--- config.mk ---
export PLATFORM = sky130hd
export DESIGN_NAME = mem_access_unit
export DESIGN_NICKNAME = d
export VERILOG_FILES = /design/src/rtl/mem_pkg.sv /design/src/rtl/mem_access_unit_load_align.sv /design/src/rtl/mem_access_unit.sv
export SDC_FILE = /design/constraint.sdc
export NUM_CORES = 1
export LEC_CHECK = 0
export CELL_PAD_IN_SITES_DETAIL_PLACEMENT = 0
export CELL_PAD_IN_SITES_GLOBAL_PLACEMENT = 1
export CORE_MARGIN = 3
export CORE_UTILIZATION = 26
export DETAILED_ROUTE_END_ITERATION = 12
export PLACE_DENSITY_LB_ADDON = 0.1
export SLEW_MARGIN = 20
export SYNTH_ARGS = -nofsm -noshare
export SYNTH_HDL_FRONTEND = slang
export SYNTH_SLANG_ARGS = --single-unit
export TNS_END_PERCENT = 30
--- constraint.sdc ---
create_clock -name clk -period 1.9 [get_ports clk]
set_input_delay 0.38 -clock clk [delete_from_list [all_inputs] [get_ports clk]]
set_output_delay 0.38 -clock clk [all_outputs]
set_load 0.01 [all_outputs]
--- src/rtl/mem_pkg.sv ---
// Shared definitions for the data-memory access path: funct3 encodings,
// the access-unit state enum and the RAM size shared with the RAM macro.
`timescale 1ns/1ps
package mem_pkg;

  localparam int DEFAULT_MEM_WORDS = 2048;

  localparam logic [2:0] F3_B  = 3'b000;
  localparam logic [2:0] F3_H  = 3'b001;
  localparam logic [2:0] F3_W  = 3'b010;
  localparam logic [2:0] F3_BU = 3'b100;
  localparam logic [2:0] F3_HU = 3'b101;

  typedef enum logic [2:0] {
    IDLE,
    RD,
    LD,
    MERGE,
    WR,
    ERR
  } mau_state_t;

  // Stores only have B/H/W. Loads add the unsigned B/H variants.
  function automatic logic f3_illegal(input logic we, input logic [2:0] f3);
    if (we) return f3 > F3_W;
    else    return (f3 == 3'b011) || (f3 == 3'b110) || (f3 == 3'b111);
  endfunction

endpackage

--- src/rtl/mem_access_unit_load_align.sv ---
// Picks the addressed byte/halfword lane out of a RAM word and extends it
// to 32 bits according to the load funct3.
`timescale 1ns/1ps
module load_align
  import mem_pkg::*;
(
  input  logic [31:0] word,
  input  logic [1:0]  lane,
  input  logic [2:0]  funct3,
  output logic [31:0] data
);

  logic [7:0]  byte_sel;
  logic [15:0] half_sel;

  // Select the lane, then sign- or zero-extend it.
  always_comb begin
    // NOTE: every variable written here gets a default first so no latch is inferred.
    byte_sel = word[7:0];
    half_sel = lane[1] ? word[31:16] : word[15:0];
    case (lane)
      2'd1:    byte_sel = word[15:8];
      2'd2:    byte_sel = word[23:16];
      2'd3:    byte_sel = word[31:24];
      default: byte_sel = word[7:0];
    endcase

    data = word;
    case (funct3)
      F3_B:    data = {{24{byte_sel[7]}}, byte_sel};
      F3_H:    data = {{16{half_sel[15]}}, half_sel};
      F3_BU:   data = {24'h0, byte_sel};
      F3_HU:   data = {16'h0, half_sel};
      default: data = word;
    endcase
  end

endmodule

--- src/rtl/mem_access_unit.sv ---
// RV32I load/store front end for a word-wide RAM without byte enables.
// Sub-word stores are done as read-modify-write; loads are lane-aligned
// and extended before being returned.
`timescale 1ns/1ps
module mem_access_unit
  import mem_pkg::*;
#(
  parameter int ADDR_W    = 16,
  parameter int MEM_WORDS = DEFAULT_MEM_WORDS
) (
  input  logic              clk,
  input  logic              rst,
  input  logic              req_valid,
  output logic              req_ready,
  input  logic              req_we,
  input  logic [2:0]        req_funct3,
  input  logic [31:0]       req_addr,
  input  logic [31:0]       req_wdata,
  output logic              rsp_valid,
  output logic [31:0]       rsp_rdata,
  output logic              rsp_err,
  output logic              ram_wen,
  output logic              ram_ren,
  output logic [ADDR_W-1:0] ram_waddr,
  output logic [ADDR_W-1:0] ram_raddr,
  output logic [31:0]       ram_wdata,
  input  logic [31:0]       ram_rdata
);

  mau_state_t        state, state_nxt;
  logic              we_q;
  logic [2:0]        f3_q;
  logic [ADDR_W-1:0] idx_q;
  logic [1:0]        lane_q;
  logic [31:0]       wdata_q;

  logic [ADDR_W-1:0] req_idx;
  logic              accept;
  logic              align_bad;
  logic              range_bad;
  logic              req_err;
  logic [31:0]       load_data;
  logic [31:0]       merge_mask;
  logic [31:0]       merge_ins;
  logic [31:0]       merge_word;

  assign req_idx   = req_addr[ADDR_W+1:2];
  assign accept    = req_valid && (state == IDLE);
  assign align_bad = ((req_funct3[1:0] == 2'b01) && req_addr[0]) ||
                     ((req_funct3[1:0] == 2'b10) && (req_addr[1:0] != 2'b00));
  assign range_bad = (|req_addr[31:ADDR_W+2]) || (32'(req_idx) >= 32'(MEM_WORDS));
  assign req_err   = f3_illegal(req_we, req_funct3) || align_bad || range_bad;

  load_align u_load_align (
    .word   (ram_rdata),
    .lane   (lane_q),
    .funct3 (f3_q),
    .data   (load_data)
  );

  // Sub-word store: overwrite only the addressed lane of the word just read.
  assign merge_mask = (f3_q == F3_B) ? (32'h0000_00FF << {lane_q, 3'b000})
                                     : (32'h0000_FFFF << {lane_q[1], 4'b0000});
  assign merge_ins  = (f3_q == F3_B) ? {4{wdata_q[7:0]}} : {2{wdata_q[15:0]}};
  assign merge_word = (ram_rdata & ~merge_mask) | (merge_ins & merge_mask);

  // Both RAM addresses always show the latched word index.
  assign ram_raddr = idx_q;
  assign ram_waddr = idx_q;

  // State register.
  always_ff @(posedge clk or posedge rst) begin
    // NOTE: sequential state uses non-blocking assignments so every flop samples pre-edge values.
    if (rst) state <= IDLE;
    else     state <= state_nxt;
  end

  // Capture the request on accept; cleared by reset so addresses read 0.
  always_ff @(posedge clk or posedge rst) begin
    if (rst) begin
      we_q    <= 1'b0;
      f3_q    <= 3'b000;
      idx_q   <= '0;
      lane_q  <= 2'b00;
      wdata_q <= 32'h0;
    end else if (accept) begin
      we_q    <= req_we;
      f3_q    <= req_funct3;
      idx_q   <= req_idx;
      lane_q  <= req_addr[1:0];
      wdata_q <= req_wdata;
    end
  end

  // Next-state and all outputs, decoded from the current state.
  always_comb begin
    state_nxt = state;
    req_ready = (state == IDLE) && !rst;
    rsp_valid = 1'b0;
    rsp_err   = 1'b0;
    rsp_rdata = 32'h0;
    ram_ren   = 1'b0;
    ram_wen   = 1'b0;
    ram_wdata = 32'h0;
    case (state)
      IDLE: begin
        if (req_valid) begin
          if (req_err)                              state_nxt = ERR;
          else if (req_we && (req_funct3 == F3_W))  state_nxt = WR;
          else                                      state_nxt = RD;
        end
      end
      RD: begin
        ram_ren   = 1'b1;
        state_nxt = we_q ? MERGE : LD;
      end
      LD: begin
        rsp_valid = 1'b1;
        rsp_rdata = load_data;
        state_nxt = IDLE;
      end
      MERGE: begin
        ram_wen   = 1'b1;
        ram_wdata = merge_word;
        rsp_valid = 1'b1;
        state_nxt = IDLE;
      end
      WR: begin
        ram_wen   = 1'b1;
        ram_wdata = wdata_q;
        rsp_valid = 1'b1;
        state_nxt = IDLE;
      end
      ERR: begin
        rsp_valid = 1'b1;
        rsp_err   = 1'b1;
        state_nxt = IDLE;
      end
      default: state_nxt = IDLE;
    endcase
  end

endmodule

=== Yosys cells after proc, flatten, opt, wreduce, memory -nomap -nowiden ===
Cells that the tools add are included.

* Logic and storage cells: 67
* Input bits: 103
* Flip-flop bits (word level): 57

* Reduce and logical (&&, ||, !) cells: 18
* Order comparisons: 2
* Equal/unequal tests: 18
* Bitwise logic cells: 4
* Shift-type cells: 2
* Muxes and demuxes: 17

{| class="wikitable"
|+ Operator list
! kind !! number
|-
| 32-bit one-hot mux with 4 select lines || 1
|-
| 32-bit two-way mux || 3
|-
| 32-bit AND || 2
|-
| 32-bit one-hot mux with 2 select lines || 1
|-
| 32-bit NOT || 1
|-
| 32-bit OR || 1
|-
| 16-bit by 5-bit left shift with 32-bit output, first input constant || 1
|-
| 8-bit by 5-bit left shift with 32-bit output, first input constant || 1
|-
| 8-bit one-hot mux with 3 select lines || 1
|-
| 3-bit equality test, second input constant || 6
|-
| 16-bit by 12-bit greater-or-equal comparator with 1-bit output, second input constant || 1
|-
| 16-bit two-way mux || 1
|-
| 14-bit OR reduction || 1
|-
| 3-bit by 2-bit equality test with 1-bit output, second input constant || 4
|-
| 3-bit two-way mux || 3
|-
| 2-bit equality test, second input constant || 3
|-
| 3-bit by 1-bit equality test with 1-bit output, second input constant || 2
|-
| 3-bit logical NOT || 2
|-
| 1-bit logical OR || 6
|-
| 1-bit two-way mux || 6
|-
| 3-bit one-hot mux with 2 select lines || 1
|-
| 1-bit logical AND || 5
|-
| 2-bit by 1-bit equality test with 1-bit output, second input constant || 2
|-
| 4-bit OR reduction || 1
|-
| 5 further kinds || 5
|}

=== Depth between registers and ports, before layout ===
* Depth in word-level cells: 9
* Gate-level depth with buffers: 6
* Depth with buffers taken out: 4

=== Hierarchy ===
Synthesis repeated with hierarchy kept, for this count alone.

* Cell total of the unflattened synthesis: 404
* Area, all modules: 3960.0 um^2

{| class="wikitable"
|+ By module, submodules not included
! module !! times used !! area each (um^2) !! cells each !! sequential area each (um^2)
|-
| mem_access_unit || 1 || 3310.7 || 294 || 1426.4
|-
| load_align || 1 || 649.4 || 110 || 0.0
|}

=== Least setup slack after synthesis ===
OpenSTA, ideal clock, no wires.

* Path kind: register -> output
* Start point: register state[0]
* End point: output rsp_rdata[7]
* Buffers on the path: 2
* Data arrival time: 1613 ps
* Slack: -93 ps
* Cell stages (with the launch flop): 5
* Cell sequence: dfrtp_1 -> buf_2 -> or3_1 -> clkbuf_1 -> a2111oi_0

* Cells in the longest elaborated chain, start to end: 2

{| class="wikitable"
|+ Ends and longest elaborated chain
! item !! line !! RTL
|-
| start, declared || mem_access_unit.sv:30 || <nowiki>mau_state_t state, state_nxt;</nowiki>
|-
| start signal, assigned || mem_access_unit.sv:75 || <nowiki>else state <= state_nxt;</nowiki>
|-
| 3-bit by 2-bit equality test with 1-bit output || mem_access_unit.sv:105 || <nowiki>case (state)</nowiki>
|-
| 32-bit two-way mux || mem_access_unit.sv:105 ||
|-
| end, declared || mem_access_unit.sv:20 || <nowiki>output logic [31:0] rsp_rdata,</nowiki>
|}

No other way between the ends.

=== Final worst setup path ===
* Start point: register f3_q[2]
* End point: output ram_wdata[24]

* Cells in the longest elaborated chain, start to end: 6
* Elaborated cells between the ends (all ways): 8

{| class="wikitable"
|+ Ends and longest elaborated chain
! item !! line !! RTL
|-
| start, declared || mem_access_unit.sv:32 || <nowiki>logic [2:0] f3_q;</nowiki>
|-
| start signal, assigned || mem_access_unit.sv:88 || <nowiki>f3_q <= req_funct3;</nowiki>
|-
| 3-bit logical NOT (*) || mem_access_unit.sv:62, mem_access_unit.sv:64 ||
|-
| 32-bit two-way mux || mem_access_unit.sv:62 || <nowiki>assign merge_mask = (f3_q == F3_B) ? (32'h0000_00FF << {lane_q, 3'b000})</nowiki>
|-
| 32-bit NOT || mem_access_unit.sv:65 || <nowiki>assign merge_word = (ram_rdata & ~merge_mask) | (merge_ins & merge_mask);</nowiki>
|-
| 32-bit AND || mem_access_unit.sv:65 ||
|-
| 32-bit OR (*) || mem_access_unit.sv:65 ||
|-
| 32-bit one-hot mux with 2 select lines (*) || mem_access_unit.sv:105 ||
|-
| end, declared || mem_access_unit.sv:26 || <nowiki>output logic [31:0] ram_wdata,</nowiki>
|}

Mark *: on every way between the ends. The rest lies on a longest branch, timed or not.

==> metrics <==
status=finished with violations; failing checks=setup timing; type of the worst setup path=register to primary output; leakage power=3.09 nW; area grow syn2layout=89.2%; CTS tree=yes; relative slew slack=77.8%; Routed WL=15300 µm; final setup margin=-0.541 ns; post-synth net total=490; sequential element share of the synthesized area=38.0%; vias post-DR=3992; die area=0.0159 mm²; largest net degree at the start of global routing=just under 60; Final nets=755; drt wl/cell=18.3 µm; Pwr Density=1610 mW/mm²; ys flop type=dfrtp_1; CTS root buffer=clkbuf_16; Max Fclk=0.410 GHz; Hold Path Origin=wdata_q[21]$_DFFE_PP0P_; Die W=126 µm; CTS Buf Count=9; Finished Cell Area=between 0.007 and 0.008 mm²; # rows=between 40 and 50; vias in the first global route=4081; met1 WL=about 7000 µm; Tmin final=roughly 2.4 ns; instance area at placement=approximately 0.0064 mm²; syn avg cell area=between 9 and 10 µm²; crit-path max FO=8; DIE HEIGHT=126 µm; Worst Skew=0.00727 ns; Worst Max-Slew Pin Slew=0.333 ns; clk sinks=57; antenna-violating nets left=0; final setup fails=65; max incr delay on CP=0.44 ns; ys async rst share=100%; CORE AREA=between 0.01 and 0.015 mm²; Overall Global Routing Usage=roughly a fifth; drt first pass iters=5; Avg Vias per Cell=between 4 and 5; CP startpoint=f3_q[2]$_DFFE_PP0P_; max-cap viol count=0; clock latency on the worst-skew pair=0.33 ns; total grt overflow=0; Post-Syn Instances=386; Crit path top cell by count=buf_6; Met3 Routed Length=about 1100 µm; initial core utilization=between 20% and 30%; dpl ws=-0.950 ns; CP Capture Type=primary output; Slew Limit Fails=0; CP max stage cell=or3_4; Ys Warns=0; Residual DRC=0; Top delay family on crit path=simple AND/OR/NAND/NOR gates; Tcrit/Tclk final=128%; Max Used Layer=met4; FILL cells=1337; RSZ-0062 raised after global routing=yes; initial antenna violation count=1; placer congestion estimate=slightly above 0.8; Tot Pwr=~11 mW; CP bufs+invs=3; top-level port count=204; metal2 WL=between 6000 and 7000 µm; crit path cell chain=or3_4, buf_12, mux2i_4, buf_6, nor3_2, a221o_1, buf_6; library cells used by synthesis=46; EDFF count, synth=0; CP Data Required Time=1.52 ns; CTS H-tree lvls=3; first-pass GRT wire length=around 23000 µm; FF-to-FF Start=state[0]$_DFFE_PP0P_; Critical Path AT=2.06 ns; Startpoint Class=register; Min Hold Slack=0.483 ns; Hold Violations, Final=0; final core occ=50.8%; Max VDD drop=0.000841 V; initial DRC count=163; #FFs+latches synth=57; type of the worst min-delay path=register to register; fraction of layout cells with a size suffix above 1=36.3%; Longest Clk Path Bufs=2; Post-Syn Area=0.00375 mm²; PortBufs=slightly above 200; Clk pin slew, worst setup/hold paths=0.05 ns; HPWL Detailed=11700 µm
-- synthesized netlist by cell type (4+ instances only) --
cell      count  area share, %
a21oi_1       6           0.80
a221o_1      16            4.3
a221oi_1      8            1.9
a22o_1        8            1.9
buf_2         8            1.1
buf_4        19            3.8
clkbuf_1     13            1.3
dfrtp_1      57             38
inv_1        10            1.0
inv_2         4           0.40
mux2_1       53             16
mux2i_1      16            4.3
nand2_1      28            2.8
nand2b_1      4           0.67
nor2_1       20            2.0
nor2b_1      17            2.8
nor3_1       33            4.4
nor4_1        5           0.83
o21ai_0      10            1.3
o21ai_1      11            1.5
o22ai_1       8            1.3
-- worst register-to-register path: cells and delay by family, from the launching register on --
| family | cells | cell delay, ns |
|---|---|---|
| multiplexers | 1 | 0.39 |
| flip-flops | 1 | 0.44 |
| AND/OR/NAND/NOR | 1 | 0.34 |
| buffers and inverters | 2 | 0.43 |
-- timing repair --
item,4_1_cts,5_1_grt
buffers inserted,10,8
setup endpoints to repair,69,68
gates resized for setup,330,49
pin swaps,14,10
hold buffers,0,0
gates cloned,1,0
-- through the flow --
step                      instances  TNS [ns]
final                           837    -26.98
after global routing            837    -31.86
after CTS                       829    -28.52
after detailed placement        804    -46.00
after global placement          804    -45.08
after floorplan                 386    -0.790
-- sequential cells by signal, summed over array words and instances, names as in the netlist --
name	flops
wdata_q	32
ram_raddr	16
f3_q	3
state	3
lane_q	2
we_q	1
-- cells by family (layout without fill, tap and decap cells) --
logic type	after synthesis	after routing	synth area share, %
compound gates	75	75	15.4
simple gates	122	122	16.7
mux	71	71	21.1
fa+ha+maj	1	1	0.333
flops	57	57	38.0
buf+inv	60	330	8.60
other cells	0	1	0
-- final timing paths --
kind,end,slack [ns],depth (start not counted)
min in group asynchronous,we_q$_DFFE_PP0P_,0.57,4
worst min register to register,wdata_q[21]$_DFFE_PP0P_,0.48,1
max in group asynchronous,wdata_q[21]$_DFFE_PP0P_,1.06,4
worst min-delay path,wdata_q[21]$_DFFE_PP0P_,0.48,1
worst max register to register,wdata_q[2]$_DFFE_PP0P_,0.19,4
worst max-delay path,ram_wdata[24],-0.54,7
-- report_power, final --
part           switching (mW)  internal [mW]
clock                   0.564           1.31
combinational            3.21           3.96
sequential              0.513           1.85
total                    4.29           7.12
-- per-layer routing --
layer  vias up  GRT usage, %
li1       1932             -
met1      1917          26.3
met2       127          28.4
met3        16          4.92
met4         0          6.37
met5         -             0
-- area by class of cell --
class | count | area [µm²] | area share, %
well taps | 180 | 225 | 3.17
multi-input cells | 269 | 2330 | 32.8
diodes | 1 | 2.50 | 0.0352
flip-flops and latches | 57 | 1430 | 20.1
clock buffers | 11 | 243 | 3.42
inverters | 15 | 56.3 | 0.792
repair buffers | 299 | 2720 | 38.2
clock inverters | 5 | 103 | 1.44
-- placed cells by master, fill, tap and decap left out, types with 3 or more instances in the layout --
cell / count
buf_4: 71
nor4_1: 4
dfrtp_1: 54
mux2i_1: 3
inv_1: 9
a221oi_2: 6
buf_6: 19
o22ai_2: 5
mux2i_4: 8
mux2i_2: 5
nor2b_1: 17
bufinv_16: 3
clkbuf_16: 9
o21ai_1: 14
mux2_1: 52
nor2_1: 18
inv_2: 5
clkdlybuf4s50_1: 130
dlygate4sd2_1: 3
clkdlybuf4s15_2: 4
dfrtp_2: 3
a221o_1: 16
a22o_1: 8
a21oi_1: 5
nor3_1: 28
nand2_1: 28
buf_2: 54
buf_12: 12
o21ai_2: 4
o21ai_0: 3
nor3_2: 5
No activity file was read; power rests on OpenSTA's default activity.
